**config.mk**
```make
export PLATFORM = sky130hd
export DESIGN_NAME = bin_to_bcd_flat
export DESIGN_NICKNAME = d
export VERILOG_FILES = /design/src/rtl/bin_to_bcd_if.sv /design/src/rtl/bin_to_bcd.sv /design/src/flat_wrapper.sv
export SDC_FILE = /design/constraint.sdc
export NUM_CORES = 1
export LEC_CHECK = 0
export CAP_MARGIN = 25
export CORE_MARGIN = 2
export CORE_UTILIZATION = 30
export CTS_CLUSTER_DIAMETER = 40
export DETAILED_ROUTE_END_ITERATION = 8
export PLACE_DENSITY = 0.46
export SYNTH_ARGS = -nofsm -noshare
export SYNTH_HDL_FRONTEND = slang
export SYNTH_SLANG_ARGS = --single-unit
export TNS_END_PERCENT = 1
```
**constraint.sdc**
```tcl
create_clock -name clk -period 1.8 [get_ports clk]
set_input_delay 0.18 -clock clk [delete_from_list [all_inputs] [get_ports clk]]
set_output_delay 0.18 -clock clk [all_outputs]
set_load 0.005 [all_outputs]
```
**src/rtl/bin_to_bcd_if.sv**
```systemverilog
// Handshake bundle for bin_to_bcd: start/operand in, busy/done/BCD result out.
// BIN2BCD_LZ_BLANK_EN adds the leading-zero blanking vector to the bundle.
interface bin_to_bcd_if #(parameter int N = 8);
    // floor(N*log10(2)) + 1 digits for 2^N, plus one spare digit
    localparam int DIGITS = ((N * 1233) >> 12) + 2;
    localparam int W_OUT  = 4 * DIGITS;

    logic             start;
    logic [N-1:0]     data_in;
    logic             busy;
    logic             done;
    logic [W_OUT-1:0] data_out;
`ifdef BIN2BCD_LZ_BLANK_EN
    logic [DIGITS-1:0] blank_n;

    modport master (output start, data_in, input busy, done, data_out, blank_n);
    modport slave  (input start, data_in, output busy, done, data_out, blank_n);
`else
    modport master (output start, data_in, input busy, done, data_out);
    modport slave  (input start, data_in, output busy, done, data_out);
`endif
endinterface

```
**src/rtl/bin_to_bcd.sv**
```systemverilog
// Sequential double-dabble binary-to-BCD converter, one bit per cycle.
// Optional BIN2BCD_LZ_BLANK_EN adds a registered leading-zero blank vector.
module bcd_nib_adj (
    input  logic [3:0] nib,
    output logic [3:0] adj
);
    assign adj = (nib >= 4'd5) ? nib + 4'd3 : nib;
endmodule

module bin_to_bcd #(
    parameter int N = 8
) (
    input  logic        clk,
    input  logic        rst,
    bin_to_bcd_if.slave bus
);
    localparam int DIGITS = ((N * 1233) >> 12) + 2;
    localparam int W_OUT  = 4 * DIGITS;
    localparam int CW     = $clog2(N + 1);

    typedef enum logic [1:0] {IDLE, SHIFT, DONE} state_t;

    state_t           state, next_state;
    logic [N-1:0]     bin_q;
    logic [W_OUT-1:0] bcd_q;
    logic [W_OUT-1:0] bcd_adj;
    logic [W_OUT+N-1:0] shifted;
    logic [CW-1:0]    cnt_q;
    logic [W_OUT-1:0] data_out_q;
    logic             done_q;
    logic             busy_c;

    genvar g;
    generate
        for (g = 0; g < DIGITS; g++) begin : g_nib
            bcd_nib_adj u_adj (.nib(bcd_q[4*g +: 4]), .adj(bcd_adj[4*g +: 4]));
        end
    endgenerate

    // Binary MSB walks into BCD bit 0 after the add-3 correction.
    assign shifted = {bcd_adj, bin_q} << 1;

    always_ff @(posedge clk or posedge rst) begin
        if (rst) state <= IDLE;
        else     state <= next_state;
    end

    always_comb begin
        next_state = state;
        case (state)
            IDLE:    if (bus.start) next_state = SHIFT;
            SHIFT:   if (cnt_q == CW'(1)) next_state = DONE;
            DONE:    next_state = IDLE;
            default: next_state = IDLE;
        endcase
    end

    always_comb begin
        busy_c = (state != IDLE);
    end

`ifdef BIN2BCD_LZ_BLANK_EN
    logic [DIGITS-1:0] lz;
    logic [DIGITS-1:0] blank_q;

    always_comb begin
        logic all_zero;
        lz       = '0;
        all_zero = 1'b1;
        for (int k = DIGITS - 1; k >= 1; k--) begin
            all_zero = all_zero && (bcd_q[4*k +: 4] == 4'd0);
            lz[k]    = all_zero;
        end
    end

    always_ff @(posedge clk or posedge rst) begin
        if (rst)               blank_q <= {{(DIGITS-1){1'b1}}, 1'b0};
        else if (state == DONE) blank_q <= lz;
    end

    assign bus.blank_n = blank_q;
`endif

    always_ff @(posedge clk or posedge rst) begin
        if (rst) begin
            bin_q      <= '0;
            bcd_q      <= '0;
            cnt_q      <= '0;
            data_out_q <= '0;
            done_q     <= 1'b0;
        end else begin
            done_q <= 1'b0;
            case (state)
                IDLE: if (bus.start) begin
                    bin_q <= bus.data_in;
                    bcd_q <= '0;
                    cnt_q <= CW'(N);
                end
                SHIFT: begin
                    bcd_q <= shifted[W_OUT+N-1:N];
                    bin_q <= shifted[N-1:0];
                    cnt_q <= cnt_q - CW'(1);
                end
                DONE: begin
                    data_out_q <= bcd_q;
                    done_q     <= 1'b1;
                end
                default: ;
            endcase
        end
    end

    assign bus.busy     = busy_c;
    assign bus.done     = done_q;
    assign bus.data_out = data_out_q;
endmodule

```
**src/flat_wrapper.sv**
```systemverilog
// flat-port wrapper written by rule: the top's interface ports become plain ports
module bin_to_bcd_flat 
#(
    parameter int N = 8
)
  (clk, rst, bus_start, bus_data_in, bus_busy, bus_done, bus_data_out);
  bin_to_bcd_if #(.N(N)) bus_i ();
  input  logic clk;
  input  logic rst;
  input wire logic [$bits(bus_i.start)-1:0] bus_start;
  input wire logic [$bits(bus_i.data_in)-1:0] bus_data_in;
  output wire logic [$bits(bus_i.busy)-1:0] bus_busy;
  output wire logic [$bits(bus_i.done)-1:0] bus_done;
  output wire logic [$bits(bus_i.data_out)-1:0] bus_data_out;
  assign bus_i.start = bus_start;
  assign bus_i.data_in = bus_data_in;
  assign bus_busy = bus_i.busy;
  assign bus_done = bus_i.done;
  assign bus_data_out = bus_i.data_out;
  bin_to_bcd #(.N(N)) u_core (.clk(clk), .rst(rst), .bus(bus_i));
endmodule
```
---- Yosys cells after proc, flatten, opt, wreduce, memory -nomap -nowiden ----
Index checks and enable logic that the tools add are counted.
storage, ports and cells
  output and inout port bits .............. 18
  register bits ........................... 47
operators by class
  multiplexer cells ....................... 14
  equality and inequality tests ........... 5
  reduce and logical (&&, ||, !) cells .... 5
  $add $sub $neg .......................... 5
  magnitude comparators ................... 4
operator list
  kind                 count
  $pmux 16 s2          1
  $ge 4x3->1 const B   4
  $mux 16              1
  $mux 4               4
  $pmux 8 s2           1
  $add 4x2->4 const B  3
  $mux 8               1
  $pmux 4 s2           1
  $eq 4x1->1 const B   1
  $mux 2               2
  $pmux 2 s2           1
  $reduce_and 2->1     2
  $reduce_bool 2->1    2
  $sub 4x1->4 const B  1
  $add 3x2->3 const B  1
  $mux 3               1
  $eq 2x1->1 const B   1
  $eq 2x2->1 const B   1
  $logic_not 2->1      1
  $ne 2x1->1 const B   1
  $ne 2x2->1 const B   1
  $mux 1               1

---- Depth between registers and ports, before layout ----
  word-level depth ........................ 3
  mapped depth ............................ 7
  depth with buffers taken out ............ 6

---- Cells and area by module ----
Synthesis repeated with hierarchy kept, for this count alone.
second synthesis, totals
  cell total of the unflattened synthesis .. 209
  area total of the unflattened synthesis .. 2,389.8 µm²
modules (own cells, without submodules)
  module       instances  area each (µm²)  cells each
  bin_to_bcd   1          1,984.4          145
  bcd_nib_adj  4          101.3            16

---- Worst setup path after synthesis ----
No wires, ideal clock.
  path type ............................... register to register
  from .................................... reg u_core.bcd_q[8]
  to ...................................... reg u_core.bcd_q[10]
  cell stages (with the launch flop) ...... 7
  path buffers ............................ 0
  slack ................................... 308 ps
  arrival time ............................ 1,416 ps
  required time ........................... 1,724 ps
  cell sequence ........................... dfrtp_1 > inv_1 > ha_1 > nand2b_1 > a21oi_1 > mux2_2 > o21ai_1
between the ends
  longest elaborated chain between the ends .. 3
  elaborated cells between the ends (all ways) .. 4
  classes of those cells .................. add/sub (1); order compare (1); mux (2)
RTL lines
  item                                       line               text
  start: declaration                         bin_to_bcd.sv:25   logic [W_OUT-1:0] bcd_q;
  start signal: assignment                   bin_to_bcd.sv:100  bcd_q <= shifted[W_OUT+N-1:N];
  $add 4x2->4 or $ge 4x3->1 (tied branches)  bin_to_bcd.sv:7    assign adj = (nib >= 4'd5) ? nib + 4'd3 : nib;
  $mux 4 (*)                                 bin_to_bcd.sv:7
  $pmux 16 s2 (*)                            bin_to_bcd.sv:93   case (state)
Every way passes the cells marked *; elsewhere a longest branch is shown, timed or not.
A chain may end at the register's enable or synchronous reset.

---- Final worst setup path ----
  from .................................... reg u_core.state[1]
  to ...................................... out bus_busy
between the ends
  longest elaborated chain between the ends .. 1
RTL lines
  item                      line                text
  start: declaration        bin_to_bcd.sv:23    state_t state, next_state;
  start signal: assignment  bin_to_bcd.sv:45    else state <= next_state;
  $reduce_bool 2->1         bin_to_bcd.sv:59    busy_c = (state != IDLE);
  end: declaration          flat_wrapper.sv:12  output wire logic [$bits(bus_i.busy)-1:0] bus_busy;
No other way between the ends.

==> metrics.md <==
| Metric | Value |
|---|---|
| Status | `finished clean` |
| Post-route ant nets | `0` |
| Top cells by area, synth | `dfrtp_1 (54%), mux2_2 (6.7%), ha_1 (5.7%), nand2_1 (4.3%), o21ai_0 (4.1%)` |
| # rows | `31` |
| DRT iter0 DRCs | `just under 70` |
| Vias per Instance | `4.45` |
| RePlAce Congestion | `0.758` |
| Drt drc | `0` |
| Worst endpoint required time | `1620 ps` |
| Worst Setup Start Kind | `flip-flop` |
| Final worst-path setup slack | `71.7 ps` |
| Placeable Area | `7140 um2` |
| Pleak | `0.00118 uW` |
| Setup Viol. Count Final | `0` |
| Inserted Clock Buffers | `5` |
| H-tree levels | `2` |
| Area Overhead vs Synth | `24.3%` |
| Starting Density | `30.6%` |
| Post-layout min period | `1730 ps` |
| PD cells | `~1600 nW/um2` |
| Vias after detailed routing | `1,532` |
| Synth unique cells | `26` |
| WL/cell | `12.0 um` |
| Diode count | `0` |
| Post-CTS Setup Bufs | `0` |
| Post-Synthesis Cells | `213` |
| Share of layout cells above drive strength 1 | `roughly an eighth` |
| Pre-CTS setup slack | `157 ps` |
| Layout Cells excl Fill | `344` |
| Total Wirelength | `4130 um` |
| Port Buf Inserts | `28` |
| Final net count | `about 270` |
| CTS Hold Buffers Added | `0` |
| CTS root buffer | `clkbuf_8` |
| Final setup TNS | `0 ps` |
| Unrepaired setup endpoints after global routing | `no` |
| Hpwl dp | `2710 um` |
| Crit end category | `primary output` |
| Total track usage | `between 10% and 20%` |
| Die Y-Extent | `between 80 and 90 um` |
| Relative slew slack | `64.2%` |
| CTS tree | `yes` |
| Die area | `7980 um2` |
| First drt pass iteration count | `5` |
| Maximum root-to-sink buffer count | `2` |
| Ys Warns | `0` |
| Crit Path Class | `flip-flop to primary output` |
| Global-route wire length before repair | `7120 um` |
| Die Wd | `just under 90 um` |
| Worst hold path class | `primary input to asynchronous set/reset pin` |
| Placed cells | `around 340` |
| # IOs | `29` |
| Seq cells post-synth | `47` |
| Seq/Total Area, Yosys | `53.9%` |
| Clk_skew | `~6.2 ps` |
| Hold Violations, Final | `0` |
| Initial antenna violation count | `0` |
| Vias in the first global route | `1,511` |
| WP data arrival | `1550 ps` |
| Clock latency on the worst-skew pair | `290 ps` |
| Cell area after synthesis | `2180 um2` |
| Avg Cell Area, Syn | `10.3 um2` |
| Worst-path clk slew | `90 ps` |
| Max Cap Violations | `0` |
| Clock sink count | `47` |
| Syn_nets | `between 200 and 250` |
| Fmax | `between 0.5 and 0.6 GHz` |
| Max rail drop VDD | `around 0.6 mV` |
| Largest net degree at the start of global routing | `48` |
| Synth area leader | `dfrtp_1` |
| Grt ovf | `0` |
| Tcrit/Tclk final | `96.0%` |
| Area share of the largest cell type after synthesis | `53.9%` |
| Critical Path Fanout Max | `10` |
| Worst Max-Slew Pin Slew | `538 ps` |
| Fin. max-slew vios | `0` |
-- synth_stat cells (all sizes together) --
master   instances
dfrtp           47
o21ai           32
nand2           25
inv             14
a21oi           13
mux2            13
ha              10
o22ai            9
buf              7
nor2             7
nor3b            7
nand2b           6
nor3             5
clkbuf           4
xnor2            4
a22oi            2
or2              2
a22o             1
and2             1
nand3b           1
nand4bb          1
o32ai            1
xor2             1
-- repair_timing --
item,in CTS,in global routing
endpoints found under the setup margin,0,1
resized for setup,0,1
endpoints found under the hold margin,0,0
-- critical path, cell delays in order (launching register included) --
cell,delay [ps]
dfrtp_1,480
or2_2,330
clkdlybuf4s50_1,450
-- power breakdown --
part	total (uW)	internal (uW)	switching (uW)
registers	1840	1510	334
clock network	625	272	353
logic	2010	1070	934
total	4470	2850	1620
-- flip-flops by register name (all words and copies together) (netlist names) --
name and count:
u_core.bus.done 1, u_core.cnt_q 4, u_core.bcd_q 16, u_core.bus.data_out 16
u_core.state 2, u_core.bin_q 8
-- path summary, 6_finish.rpt --
kind	slack [ps]	to	from	cells past startpoint
setup / recovery	70	bus_busy	u_core.state[1]	2
hold / removal	230	u_core.bin_q[7]	rst	3
setup reg to reg	200	u_core.bcd_q[2]	u_core.bcd_q[0]	6
hold reg to reg	480	u_core.bus.data_out[9]	u_core.bus.data_out[9]	2
max in group asynchronous	1340	u_core.bus.data_out[6]	rst	3
min in group clk	480	u_core.bus.data_out[9]	u_core.bus.data_out[9]	2
-- final cells by class --
type	count	area (um2)
Clock inverter	2	12.5
Tap cell	99	124
Fill cell	731	4420
Multi-Input combinational cell	141	906
Timing Repair Buffer	35	370
Clock buffer	6	72.6
Inverter	14	52.6
Sequential cell	47	1180
-- cell usage in the layout (no fill, tap or decap), drive strengths merged, types with 2 or more instances in the layout --
cell type and instances:
dfrtp 47, o21ai 32, clkdlybuf4s50 28, nand2 25
inv 14, mux2 13, a21oi 13, ha 10
o22ai 9, nor2 7, nor3b 7, buf 7
nand2b 6, clkbuf 6, nor3 5, xnor2 4
a22oi 2, or2 2
-- cells by family after synthesis --
| logic type | share of synthesized area [%] |
|---|---|
| fa+ha+maj | 5.73 |
| mux | 6.70 |
| buf+inv | 4.81 |
| simple gates | 12.5 |
| compound gates | 14.4 |
| xor+xnor | 2.01 |
| flops | 53.9 |
-- through the flow --
stage          utilization [%]  hold slack [ps]  total power [uW]  cell area, um2
6_report                  38.0              229              4470            2710
3_3_place_gp              36.8              460              3880            2630
3_5_place_dp              36.8              469              3890            2630
2_1_floorplan                -              362              3140            2180
5_1_grt                   38.0              261              4890            2710
4_1_cts                   38.0              237              4550            2710
-- per-layer routing --
metal	routed length (um)	track usage (%)	vias up
li1	-	-	785
met1	2030	14.8	717
met2	1920	18.9	26
met3	127	3.14	4
met4	54	4.07	0
met5	0	0	-
Note: power is estimated with default switching activity, not from simulation.
